`src/rtl/mips_pkg.sv`:
```
`default_nettype none
// ---------------------------------------------------------------------------
// mips_pkg : state, opcode and select encodings for the multicycle MIPS control
// Revision : 1.0
// ---------------------------------------------------------------------------
package mips_pkg;

  typedef enum logic [3:0] {
    RESET   = 4'd0,
    FETCH   = 4'd1,
    DECODE  = 4'd2,
    MEMADR  = 4'd3,
    MEMRD   = 4'd4,
    MEMWB   = 4'd5,
    MEMWR   = 4'd6,
    RTYPEEX = 4'd7,
    RTYPEWB = 4'd8,
    BEQEX   = 4'd9,
    ADDIEX  = 4'd10,
    ADDIWB  = 4'd11,
    JEX     = 4'd12
  } state_t;

  localparam logic [5:0] OP_RTYPE = 6'b000000;
  localparam logic [5:0] OP_LW    = 6'b100011;
  localparam logic [5:0] OP_SW    = 6'b101011;
  localparam logic [5:0] OP_BEQ   = 6'b000100;
  localparam logic [5:0] OP_ADDI  = 6'b001000;
  localparam logic [5:0] OP_J     = 6'b000010;

  localparam logic [1:0] ALUOP_ADD   = 2'b00;
  localparam logic [1:0] ALUOP_SUB   = 2'b01;
  localparam logic [1:0] ALUOP_FUNCT = 2'b10;

  localparam logic [1:0] SRCB_RT    = 2'b00;
  localparam logic [1:0] SRCB_FOUR  = 2'b01;
  localparam logic [1:0] SRCB_IMM   = 2'b10;
  localparam logic [1:0] SRCB_IMMSH = 2'b11;

  localparam logic [1:0] PCSRC_ALU    = 2'b00;
  localparam logic [1:0] PCSRC_ALUOUT = 2'b01;
  localparam logic [1:0] PCSRC_JUMP   = 2'b10;

  typedef struct packed {
    logic       mem_req;
    logic       memwrite;
    logic       irwrite;
    logic       regwrite;
    logic       pcwrite;
    logic       branch;
    logic       iord;
    logic       alusrca;
    logic [1:0] alusrcb;
    logic [1:0] pcsrc;
    logic       regdst;
    logic       memtoreg;
    logic [1:0] aluop;
  } ctrl_t;

  function automatic logic is_mem_state(input state_t s);
    return (s == FETCH) || (s == MEMRD) || (s == MEMWR);
  endfunction

endpackage
`default_nettype wire

```
`src/rtl/mc_outdec.sv`:
```
`default_nettype none
// ---------------------------------------------------------------------------
// mc_outdec : Moore control-word decode from the main-control state
// Revision  : 1.0
// ---------------------------------------------------------------------------
module mc_outdec
  import mips_pkg::*;
(
  input  state_t state,
  output ctrl_t  ctrl
);

  always_comb begin
    ctrl = '0;
    case (state)
      FETCH: begin
        ctrl.mem_req = 1'b1;
        ctrl.irwrite = 1'b1;
        ctrl.pcwrite = 1'b1;
        ctrl.alusrcb = SRCB_FOUR;
        ctrl.pcsrc   = PCSRC_ALU;
        ctrl.aluop   = ALUOP_ADD;
      end
      DECODE: begin
        ctrl.alusrcb = SRCB_IMMSH;
        ctrl.aluop   = ALUOP_ADD;
      end
      MEMADR, ADDIEX: begin
        ctrl.alusrca = 1'b1;
        ctrl.alusrcb = SRCB_IMM;
        ctrl.aluop   = ALUOP_ADD;
      end
      MEMRD: begin
        ctrl.mem_req = 1'b1;
        ctrl.iord    = 1'b1;
      end
      MEMWB: begin
        ctrl.regwrite = 1'b1;
        ctrl.memtoreg = 1'b1;
      end
      MEMWR: begin
        ctrl.mem_req  = 1'b1;
        ctrl.iord     = 1'b1;
        ctrl.memwrite = 1'b1;
      end
      RTYPEEX: begin
        ctrl.alusrca = 1'b1;
        ctrl.alusrcb = SRCB_RT;
        ctrl.aluop   = ALUOP_FUNCT;
      end
      RTYPEWB: begin
        ctrl.regwrite = 1'b1;
        ctrl.regdst   = 1'b1;
      end
      BEQEX: begin
        ctrl.alusrca = 1'b1;
        ctrl.alusrcb = SRCB_RT;
        ctrl.aluop   = ALUOP_SUB;
        ctrl.pcsrc   = PCSRC_ALUOUT;
        ctrl.branch  = 1'b1;
      end
      ADDIWB:  ctrl.regwrite = 1'b1;
      JEX: begin
        ctrl.pcsrc   = PCSRC_JUMP;
        ctrl.pcwrite = 1'b1;
      end
      default: ctrl = '0;
    endcase
  end

endmodule
`default_nettype wire

```
`src/rtl/mc_main_ctrl.sv`:
```
`default_nettype none
// ---------------------------------------------------------------------------
// mc_main_ctrl : multicycle MIPS main-control FSM with memory-ready handshake
// Revision     : 1.0
// ---------------------------------------------------------------------------
module mc_main_ctrl
  import mips_pkg::*;
#(
  parameter int MEM_TIMEOUT = 16
) (
  input  logic       clk,
  input  logic       reset_n,
  input  logic [5:0] op,
  input  logic       zero,
  input  logic       mem_ready,
  output logic       mem_req,
  output logic       memwrite,
  output logic       irwrite,
  output logic       regwrite,
  output logic       pcen,
  output logic       iord,
  output logic       alusrca,
  output logic [1:0] alusrcb,
  output logic [1:0] pcsrc,
  output logic       regdst,
  output logic       memtoreg,
  output logic [1:0] aluop,
  output logic       illegal_op,
  output logic       bus_err,
  output logic [3:0] state_o
);

  localparam int            CW   = (MEM_TIMEOUT > 0) ? $clog2(MEM_TIMEOUT + 1) : 1;
  localparam logic [CW-1:0] LAST = CW'(MEM_TIMEOUT - 1);

  state_t        state, next_state;
  logic [CW-1:0] wait_cnt;
  logic          stalled, timeout, illegal;
  ctrl_t         ctrl;

  assign stalled = is_mem_state(state) && !mem_ready;
  assign timeout = (MEM_TIMEOUT != 0) && stalled && (wait_cnt == LAST);

  always_comb begin
    next_state = state;
    illegal    = 1'b0;
    case (state)
      RESET:   next_state = FETCH;
      FETCH:   if (mem_ready) next_state = DECODE;
      DECODE: begin
        case (op)
          OP_LW, OP_SW: next_state = MEMADR;
          OP_RTYPE:     next_state = RTYPEEX;
          OP_BEQ:       next_state = BEQEX;
          OP_ADDI:      next_state = ADDIEX;
          OP_J:         next_state = JEX;
          default: begin
            next_state = FETCH;
            illegal    = 1'b1;
          end
        endcase
      end
      MEMADR:  next_state = (op == OP_SW) ? MEMWR : MEMRD;
      MEMRD: begin
        if (mem_ready)    next_state = MEMWB;
        else if (timeout) next_state = FETCH;
      end
      MEMWR:   if (mem_ready || timeout) next_state = FETCH;
      RTYPEEX: next_state = RTYPEWB;
      ADDIEX:  next_state = ADDIWB;
      default: next_state = FETCH;
    endcase
  end

  // Counter only survives a stalled cycle that stays put; any entry, completion or timeout clears it.
  always_ff @(posedge clk or negedge reset_n) begin
    if (!reset_n) begin
      state    <= RESET;
      wait_cnt <= '0;
    end else begin
      state <= next_state;
      if (stalled && !timeout && (MEM_TIMEOUT != 0)) wait_cnt <= wait_cnt + 1'b1;
      else                                            wait_cnt <= '0;
    end
  end

  mc_outdec u_outdec (
    .state (state),
    .ctrl  (ctrl)
  );

  assign mem_req    = ctrl.mem_req;
  assign memwrite   = ctrl.memwrite;
  assign irwrite    = ctrl.irwrite & mem_ready;
  // Only FETCH carries both pcwrite and mem_req, so its PC update waits for the memory.
  assign pcen       = (ctrl.pcwrite & (mem_ready | ~ctrl.mem_req)) | (ctrl.branch & zero);
  assign regwrite   = ctrl.regwrite;
  assign iord       = ctrl.iord;
  assign alusrca    = ctrl.alusrca;
  assign alusrcb    = ctrl.alusrcb;
  assign pcsrc      = ctrl.pcsrc;
  assign regdst     = ctrl.regdst;
  assign memtoreg   = ctrl.memtoreg;
  assign aluop      = ctrl.aluop;
  assign illegal_op = illegal;
  assign bus_err    = timeout;
  assign state_o    = state;

endmodule
`default_nettype wire

```
`config.mk`:
```
export PLATFORM = sky130hd
export DESIGN_NAME = mc_main_ctrl
export DESIGN_NICKNAME = d
export VERILOG_FILES = /design/src/rtl/mips_pkg.sv /design/src/rtl/mc_outdec.sv /design/src/rtl/mc_main_ctrl.sv
export SDC_FILE = /design/constraint.sdc
export NUM_CORES = 1
export LEC_CHECK = 0
export BUFFER_PORTS_ARGS = -buffer_cell sky130_fd_sc_hd__buf_2
export CORE_ASPECT_RATIO = 1.1
export CORE_MARGIN = 5
export CORE_UTILIZATION = 53
export CTS_BUF_LIST = sky130_fd_sc_hd__clkbuf_8
export CTS_CLUSTER_SIZE = 20
export DETAILED_ROUTE_END_ITERATION = 10
export PLACE_DENSITY = 0.86
export SETUP_SLACK_MARGIN = 0.4
export SLEW_MARGIN = 30
export SYNTH_ARGS = -nofsm -noshare
export SYNTH_HDL_FRONTEND = slang
export SYNTH_SLANG_ARGS = --single-unit
```
`constraint.sdc`:
```
create_clock -name clk -period 2.9 [get_ports clk]
set_clock_uncertainty 0.05 [all_clocks]
set_input_delay 0.58 -clock clk [delete_from_list [all_inputs] [get_ports clk]]
set_output_delay 0.58 -clock clk [all_outputs]
set_load 0.005 [all_outputs]
```
==> metrics, run 1 <==
CP Launch Type=register; Port Buffer Count=30; pin count of the biggest net entering global routing=18; sw frac=between 40 and 50%; worst path cell trace=or2_2 > a311o_1 > a21oi_1 > buf_2; postcts setup bufs=0; Clock Tree Root=clkbuf_8; max_cap viols=0; P_sw=approximately 330 uW; Crit path largest cell delay=~540 ps; initial antenna violation count=0; worst min path class=input port to asynchronous set/reset pin; final net count=141; clock sink count=9; detailed-route vias per instance=roughly 6.0; H-Tree Depth=1; status=completed; Peak Freq=between 0.4 and 0.5 GHz; antenna cell count=0; multi-input combinational cell area=514 um^2; Initial DRC Count=29; PwrDens=approximately 800 nW/um^2; Fin. Hold Viols=0; clock tree buffer depth=2; sequential fraction of the synthesis area=~29%; clock slew seen by the registers of the worst setup and hold paths=about 50 ps; WL/cell=~14 um; Synth Instances=99; Cell Rows=14; total track usage=between 10% and 20%; die span in y=~50 um; Setup TNS=0 ps; final HPWL from detailed placement=between 1500 and 2000 um; share of cells above drive strength 1=between 30% and 40%; EDFF count, synth=0; final worst-path cycle share=81.8%; DRC violations left=0; mean post-synth cell area=7.86 um^2; WP buf/inv=1; Syn Nets=around 110; vias in the first global route=around 750; Synth Flop Type=dfrtp_1; Crit Path Class=register to output pin; P_int=~450 uW; vias=857; Clock power frac=a little under a fifth; hold buffer count at cts=0; Critical Path AT=1740 ps; Reg2Reg Setup Slack=around 880 ps; critical path fanouts, max=16; sequential share of power=31.3%; register area=approximately 230 um^2; post-layout util=a little over two thirds; number of warnings issued by yosys=0; global-route wire length before repair=3370 um; io pins=31; Worst EP required=about 2300 ps; Detail Route Antenna Nets=0; post-route minimum period=2370 ps; Post-Place Cells=140; leakage=around 0.5 nW; delay-heaviest family, CP=flip-flops; asr flop ratio synth=100%; element type at the critical path end=output pin; RSZ-0062 raised after global routing=no; Mapped Area=approximately 800 um^2; RePlAce Congestion=0.792; Final setup viols=0; Yosys reg bits=9; largest vdd supply drop=~610 uV; logic gate share of total power=50.0%; Clock Latency Late Sink=~240 ps; final std cells w/o fill=144; measured slew at the worst slew-check pin=~470 ps; Slew Limit Fails=0; core area=1380 um^2; total congestion overflow=0; fillers=roughly 120; Initial Util=between 50% and 60%; final instance area=between 900 and 1000 um^2; clock tree from TritonCTS=yes; area post-placement=a little over 900 um^2; Die Wd=roughly 47 um; Netlist cell types=37; DRT Wirelength=just over 2000 um; Area growth syn-to-layout=25.1%; die area=about 2300 um^2; Relative slew margins=about 68%; DRT Pass-1 Iters=4; Crit-path slowest cell=dfrtp_1; TritonCTS buffer count=3
registers in the layout, indices dropped and copies added, names as in the netlist:
name / flops
wait_cnt: 5
state_o: 4
final timing paths:
path,end,depth (start not counted),startpoint
setup / recovery,illegal_op,4,state_o[3]
min in group clk,wait_cnt[0],1,wait_cnt[0]
hold / removal,state_o[0],1,reset_n
hold reg to reg,wait_cnt[0],1,wait_cnt[0]
max in group asynchronous,state_o[1],1,reset_n
setup reg to reg,state_o[1],7,wait_cnt[0]
what timing repair did:
action | CTS | global route
endpoints found under the hold margin | 0 | 0
resized for setup | 0 | 2
setup endpoints to repair | 0 | 2
layer usage:
| layer | up-vias | global-route usage, % | wire length (um) | part of all wire, % |
|---|---|---|---|---|
| met5 | - | 0 | 0 | 0 |
| met4 | 0 | 8.53 | 63 | 3.1 |
| met3 | 13 | 4.64 | 175 | 8.6 |
| met2 | 47 | 30.3 | 987 | 48 |
| met1 | 389 | 24.7 | 820 | 40 |
| li1 | 408 | - | - | - |
cell usage after synthesis, types with 2 or more instances:
cell type	number	area share [%]
nand3b_1	2	1.9
a21oi_1	5	3.2
ha_1	2	3.2
and3_1	3	2.4
nor3b_1	2	1.9
nor3_1	3	1.9
nand3_1	2	1.3
a21oi_2	2	2.3
or2_2	2	1.6
xor2_1	3	3.4
or4b_1	2	2.6
nand2_1	4	1.9
nor2_1	15	7.2
dfrtp_1	9	29
nor2b_1	3	2.4
inv_1	4	1.9
mux2i_1	3	3.9
a21o_1	2	1.9
o21ai_0	6	3.9
clkbuf_1	3	1.4
nand2b_1	6	4.8
per-stage QoR:
stage / total power, mW / hold WS (ps) / setup slack, ps
floorplan: 0.485 / 234 / 987
global placement: 0.613 / 382 / 757
detailed placement: 0.626 / 390 / 705
finish: 0.782 / 134 / 527
global route: 0.844 / 150 / 438
CTS: 0.782 / 137 / 437
cell usage in the layout (no fill, tap or decap), types with 4 or more instances in the layout:
master	Yosys	layout
o21ai_0	6	6
nand2_1	4	4
nor2_1	15	15
buf_2	1	30
nand2b_1	6	6
a21oi_1	5	5
dfrtp_1	9	7
inv_1	4	4
final cells by class:
class                           instances  share of cell area, %
Sequential cell                         9                   23.4
Clock buffer                            3                   4.24
Multi-Input combinational cell         81                   52.8
Timing Repair Buffer                   30                   15.4
Inverter                                4                   1.54
Tap cell                               16                   2.06
Clock inverter                          1                  0.514
cell families after synthesis:
group           count (synthesis)  synth area share (%)
compound gates                 23                  19.9
simple gates                   49                  34.6
xor+xnor                        4                  4.50
mux                             3                  3.86
flops                           9                  28.9
buf+inv                         9                  4.98
fa+ha+maj                       2                  3.21
power groups by stage:
stage / Clock, mW / Combinational, mW / Sequential (mW)
floorplan: 0 / 0.296 / 0.189
global placement: 0 / 0.377 / 0.237
detailed placement: 0 / 0.386 / 0.240
CTS: 0.152 / 0.391 / 0.239
global route: 0.155 / 0.435 / 0.254
finish: 0.147 / 0.391 / 0.245
(Power assumes the default switching activity.)
==> inputs of run 2 (changes only) <==
- CORE_UTILIZATION: 53 -> 49
- PLACE_DENSITY: 0.86 -> 0.81
- clock period: 2.9 -> 2.3 ns (I/O delays scaled with it)
==> metrics, run 2 (synthesis results as in run 1) <==
status=completed; Largest Register=wait_cnt; die span in y=approximately 52 um; global-route wire length before repair=~3700 um; H-Tree Depth=1; core area=roughly 1500 um^2; Port Buffer Count=30; initial antenna violation count=0; Relative slew margins=between 60% and 70%; Crit Path Class=register to output pin; hold buffer count at cts=0; share of cells above drive strength 1=49.6%; max reg flops=5; critical path fanouts, max=4; Initial DRC Count=38; leakage=just under 0.6 nW; vias=about 950; final net count=around 150; logic gate share of total power=about two thirds; max_cap viols=0; post-route minimum period=a little under 2000 ps; DRT Wirelength=around 2600 um; Critical Path AT=~1500 ps; clock slew seen by the registers of the worst setup and hold paths=roughly 40 ps; clock tree buffer depth=2; clock tree from TritonCTS=yes; WL/cell=between 15 and 20 um; Fin. Hold Viols=0; P_int=around 750 uW; commonest cells after routing, fill and taps aside=buf_2, nor2_1, buf_4; final std cells w/o fill=158; Detail Route Antenna Nets=0; Peak Freq=a little over 0.5 GHz; P_sw=between 500 and 600 uW; Clock Tree Root=clkbuf_8; measured slew at the worst slew-check pin=approximately 530 ps; Post-Place Cells=approximately 140; detailed-route vias per instance=roughly 6; final HPWL from detailed placement=approximately 1500 um; pin count of the biggest net entering global routing=16; commonest non-fill, non-tap cell in the layout=buf_2; Clock Latency Late Sink=approximately 230 ps; CP Launch Type=register; DRT Pass-1 Iters=4; DRC violations left=0; die area=about 2500 um^2; hold slack=between 15 and 20 ps; Die Wd=roughly 48 um; sw frac=approximately two fifths; Setup TNS=0 ps; worst min path class=input port to asynchronous set/reset pin; Slew Limit Fails=0; vias in the first global route=845; Initial Util=50.6%; Final setup viols=0; TritonCTS buffer count=3; largest vdd supply drop=roughly 570 uV; final worst-path cycle share=around 86%; Area growth syn-to-layout=53.5%; Worst EP required=about 1800 ps; Clock power frac=between 10 and 15%; total track usage=approximately a fifth; antenna cell count=0; RePlAce Congestion=about 0.86; Cell Rows=15; clock sink count=9; RSZ-0062 raised after global routing=yes; element type at the critical path end=output pin; io pins=31; PwrDens=~1000 nW/um^2; sequential share of power=18.5%; total congestion overflow=0
[run 2: changes by cell type in the layout (fill, tap and decap cells not counted), sizes merged]
cell / previous run / this run
inv: 4 / 5
buf: 30 / 43
clkinv: 1 / 0
[run 2: final cells by class]
type | instances | area, um^2
Clock buffer | 3 | 41.3
Clock inverter | 1 | 3.75
Fill cell | 107 | 344
Inverter | 4 | 15.0
Multi-Input combinational cell | 81 | 621
Sequential cell | 9 | 226
Tap cell | 17 | 21.3
Timing Repair Buffer | 43 | 267
[run 2: repair_timing]
item / CTS / global route
setup buffers: 7 / 3
setup endpoints to repair: 8 / 11
pin swaps: 2 / 4
gates cloned: 0 / 0
resized for setup: 15 / 14
[run 2: path summary, 6_finish.rpt]
kind,start,endpoint,slack [ps],cells after the start
worst max-delay path,state_o[2],illegal_op,330,4
worst min-delay path,reset_n,state_o[0],20,1
worst max register to register,wait_cnt[1],state_o[1],340,7
worst min register to register,wait_cnt[0],wait_cnt[0],490,2
max in group asynchronous,reset_n,state_o[2],1990,1
min in group clk,wait_cnt[0],wait_cnt[0],490,2
[run 2: per-stage QoR]
stage	setup WS [ps]	cell area (um^2)	utilization (%)	power (mW)
final	330	1190	77.6	1.25
after CTS	338	1110	72.2	1.15
after detailed placement	320	948	61.6	0.812
after global routing	275	1190	77.6	1.35
after floorplan	442	778	-	0.612
after global placement	332	948	61.6	0.799
[run 2: layer usage]
layer  GRT usage [%]  vias up  part of all wire (%)  routed length [um]
met2            31.7       52                    50                1270
li1                -      437                     -                   -
met3            3.46        4                   8.8                 225
met5               0        -                     0                   0
met1            28.8      452                    40                1020
met4            10.3        0                   1.5                  38
[run 2: power groups by stage]
| stage | logic (mW) | registers (mW) | clock network, mW |
|---|---|---|---|
| 4_1_cts | 0.741 | 0.227 | 0.182 |
| 3_5_place_dp | 0.566 | 0.246 | 0 |
| 5_1_grt | 0.918 | 0.236 | 0.195 |
| 2_1_floorplan | 0.373 | 0.239 | 0 |
| 6_report | 0.845 | 0.231 | 0.177 |
| 3_3_place_gp | 0.555 | 0.244 | 0 |
[run 2: critical path, cell delays in order, from the launching register on]
cell     delay [ps]
dfrtp_2         410
or2_4           280
a311o_1         310
a21oi_2         110
buf_2           120
==> inputs of run 3 (changes only) <==
- CORE_UTILIZATION: 49 -> 44
- PLACE_DENSITY: 0.81 -> 0.74
==> metrics, run 3 (synthesis results as in run 1) <==
Clock Latency Late Sink=about 240 ps; final worst-path cycle share=86.4%; critical path fanouts, max=4; die area=roughly 2700 um^2; Cell Rows=16; Largest Register=wait_cnt; status=completed; H-Tree Depth=1; Slew Limit Fails=0; final std cells w/o fill=between 150 and 200; post-route minimum period=approximately 2000 ps; die span in y=~54 um; P_int=~800 uW; Final Power=around 1.3 mW; final HPWL from detailed placement=1580 um; DRT Pass-1 Iters=4; P_sw=around 500 uW; Final setup viols=0; DRT Wirelength=2570 um; sequential share of power=between 10% and 20%; Initial Util=between 40% and 50%; global-route wire length before repair=roughly 3800 um; total track usage=a little under a fifth; CP Launch Type=register; TritonCTS buffer count=3; Worst EP required=1790 ps; worst path cell trace=or3b_4 > a21oi_4 > and3_4 > buf_2; core area=1740 um^2; leakage=between 0.6 and 0.7 nW; Area growth syn-to-layout=60.9%; Fin. Hold Viols=0; clock tree buffer depth=2; RePlAce Congestion=just over 0.9; clock tree from TritonCTS=yes; Port Buffer Count=30; clock slew seen by the registers of the worst setup and hold paths=roughly 50 ps; area post-placement=950 um^2; final instance area=1250 um^2; Relative slew margins=between 70% and 80%; Crit path largest cell delay=about 430 ps; DRC violations left=0; measured slew at the worst slew-check pin=around 370 ps; total congestion overflow=0; Initial DRC Count=28; largest vdd supply drop=565 uV; Detail Route Antenna Nets=0; element type at the critical path end=output pin; pin count of the biggest net entering global routing=16; commonest non-fill, non-tap cell in the layout=buf_2; sw frac=approximately two fifths; initial antenna violation count=0; PwrDens=~1000 nW/um^2; WL/cell=15.7 um; Clock power frac=14.1%; worst min path class=input port to asynchronous set/reset pin; Critical Path AT=about 1500 ps; Setup TNS=0 ps; commonest cells after routing, fill and taps aside=buf_2, nor2_1, buf_4; io pins=31; Die Wd=~50 um; vias=approximately 940; antenna cell count=0; Peak Freq=roughly 0.50 GHz; Crit Path Class=register to output pin; max_cap viols=0; logic gate share of total power=about 68%; RSZ-0062 raised after global routing=yes; max reg flops=5; hold buffer count at cts=0; Crit-path slowest cell=dfrtp_2; clock sink count=9; Clock Tree Root=clkbuf_8; final net count=~160; share of cells above drive strength 1=around 50%; vias in the first global route=~870; detailed-route vias per instance=approximately 5.8; Post-Place Cells=145
-- run 3: worst max-delay path: cells and delay by family (launching register included) --
kind	cells	cell delay (ps)
buffers and inverters	1	100
flip-flops	1	430
AND/OR/NAND/NOR	2	580
AO/OA/AOI/OAI	1	140
-- run 3: layout make-up --
type | instances | area [um^2]
Clock buffer | 3 | 41.3
Clock inverter | 1 | 5.00
Fill cell | 124 | 489
Inverter | 4 | 15.0
Multi-Input combinational cell | 81 | 603
Sequential cell | 9 | 228
Tap cell | 18 | 22.5
Timing Repair Buffer | 47 | 338
-- run 3: metrics by stage --
step,hold slack (ps),setup slack [ps],util (%)
floorplan,114,442,-
global placement,269,337,54.5
detailed placement,270,315,54.5
CTS,19.8,329,64.3
global route,23.7,271,71.9
finish,15.5,313,71.9
-- run 3: path summary, 6_finish.rpt --
| path | startpoint | slack (ps) | end | depth (start not counted) |
|---|---|---|---|---|
| max | state_o[2] | 310 | bus_err | 4 |
| min | reset_n | 20 | state_o[0] | 1 |
| max reg2reg | wait_cnt[0] | 410 | state_o[1] | 7 |
| min reg2reg | wait_cnt[0] | 490 | wait_cnt[0] | 2 |
| max in group asynchronous | reset_n | 1990 | state_o[2] | 1 |
| min in group clk | wait_cnt[0] | 490 | wait_cnt[0] | 2 |
-- run 3: power by group through the flow --
stage                     Combinational, mW  Sequential [mW]  Clock, mW
final                                 0.891            0.237      0.185
after global routing                  0.966            0.242      0.199
after CTS                             0.757            0.228      0.189
after detailed placement              0.568            0.245          0
after global placement                0.557            0.243          0
after floorplan                       0.373            0.239          0
-- run 3: per-layer routing --
metal  vias up  wire, um  track usage [%]
met2        52      1270             31.4
met3        10       192             5.26
met1       434      1020             20.8
met4         0        83             9.17
li1        448         -                -
met5         -         0                0
-- run 3: timing repair --
item,4_1_cts,5_1_grt
setup endpoints to repair,9,12
resized for setup,16,10
pin swaps,2,3
gates cloned,0,2
setup buffers,7,5
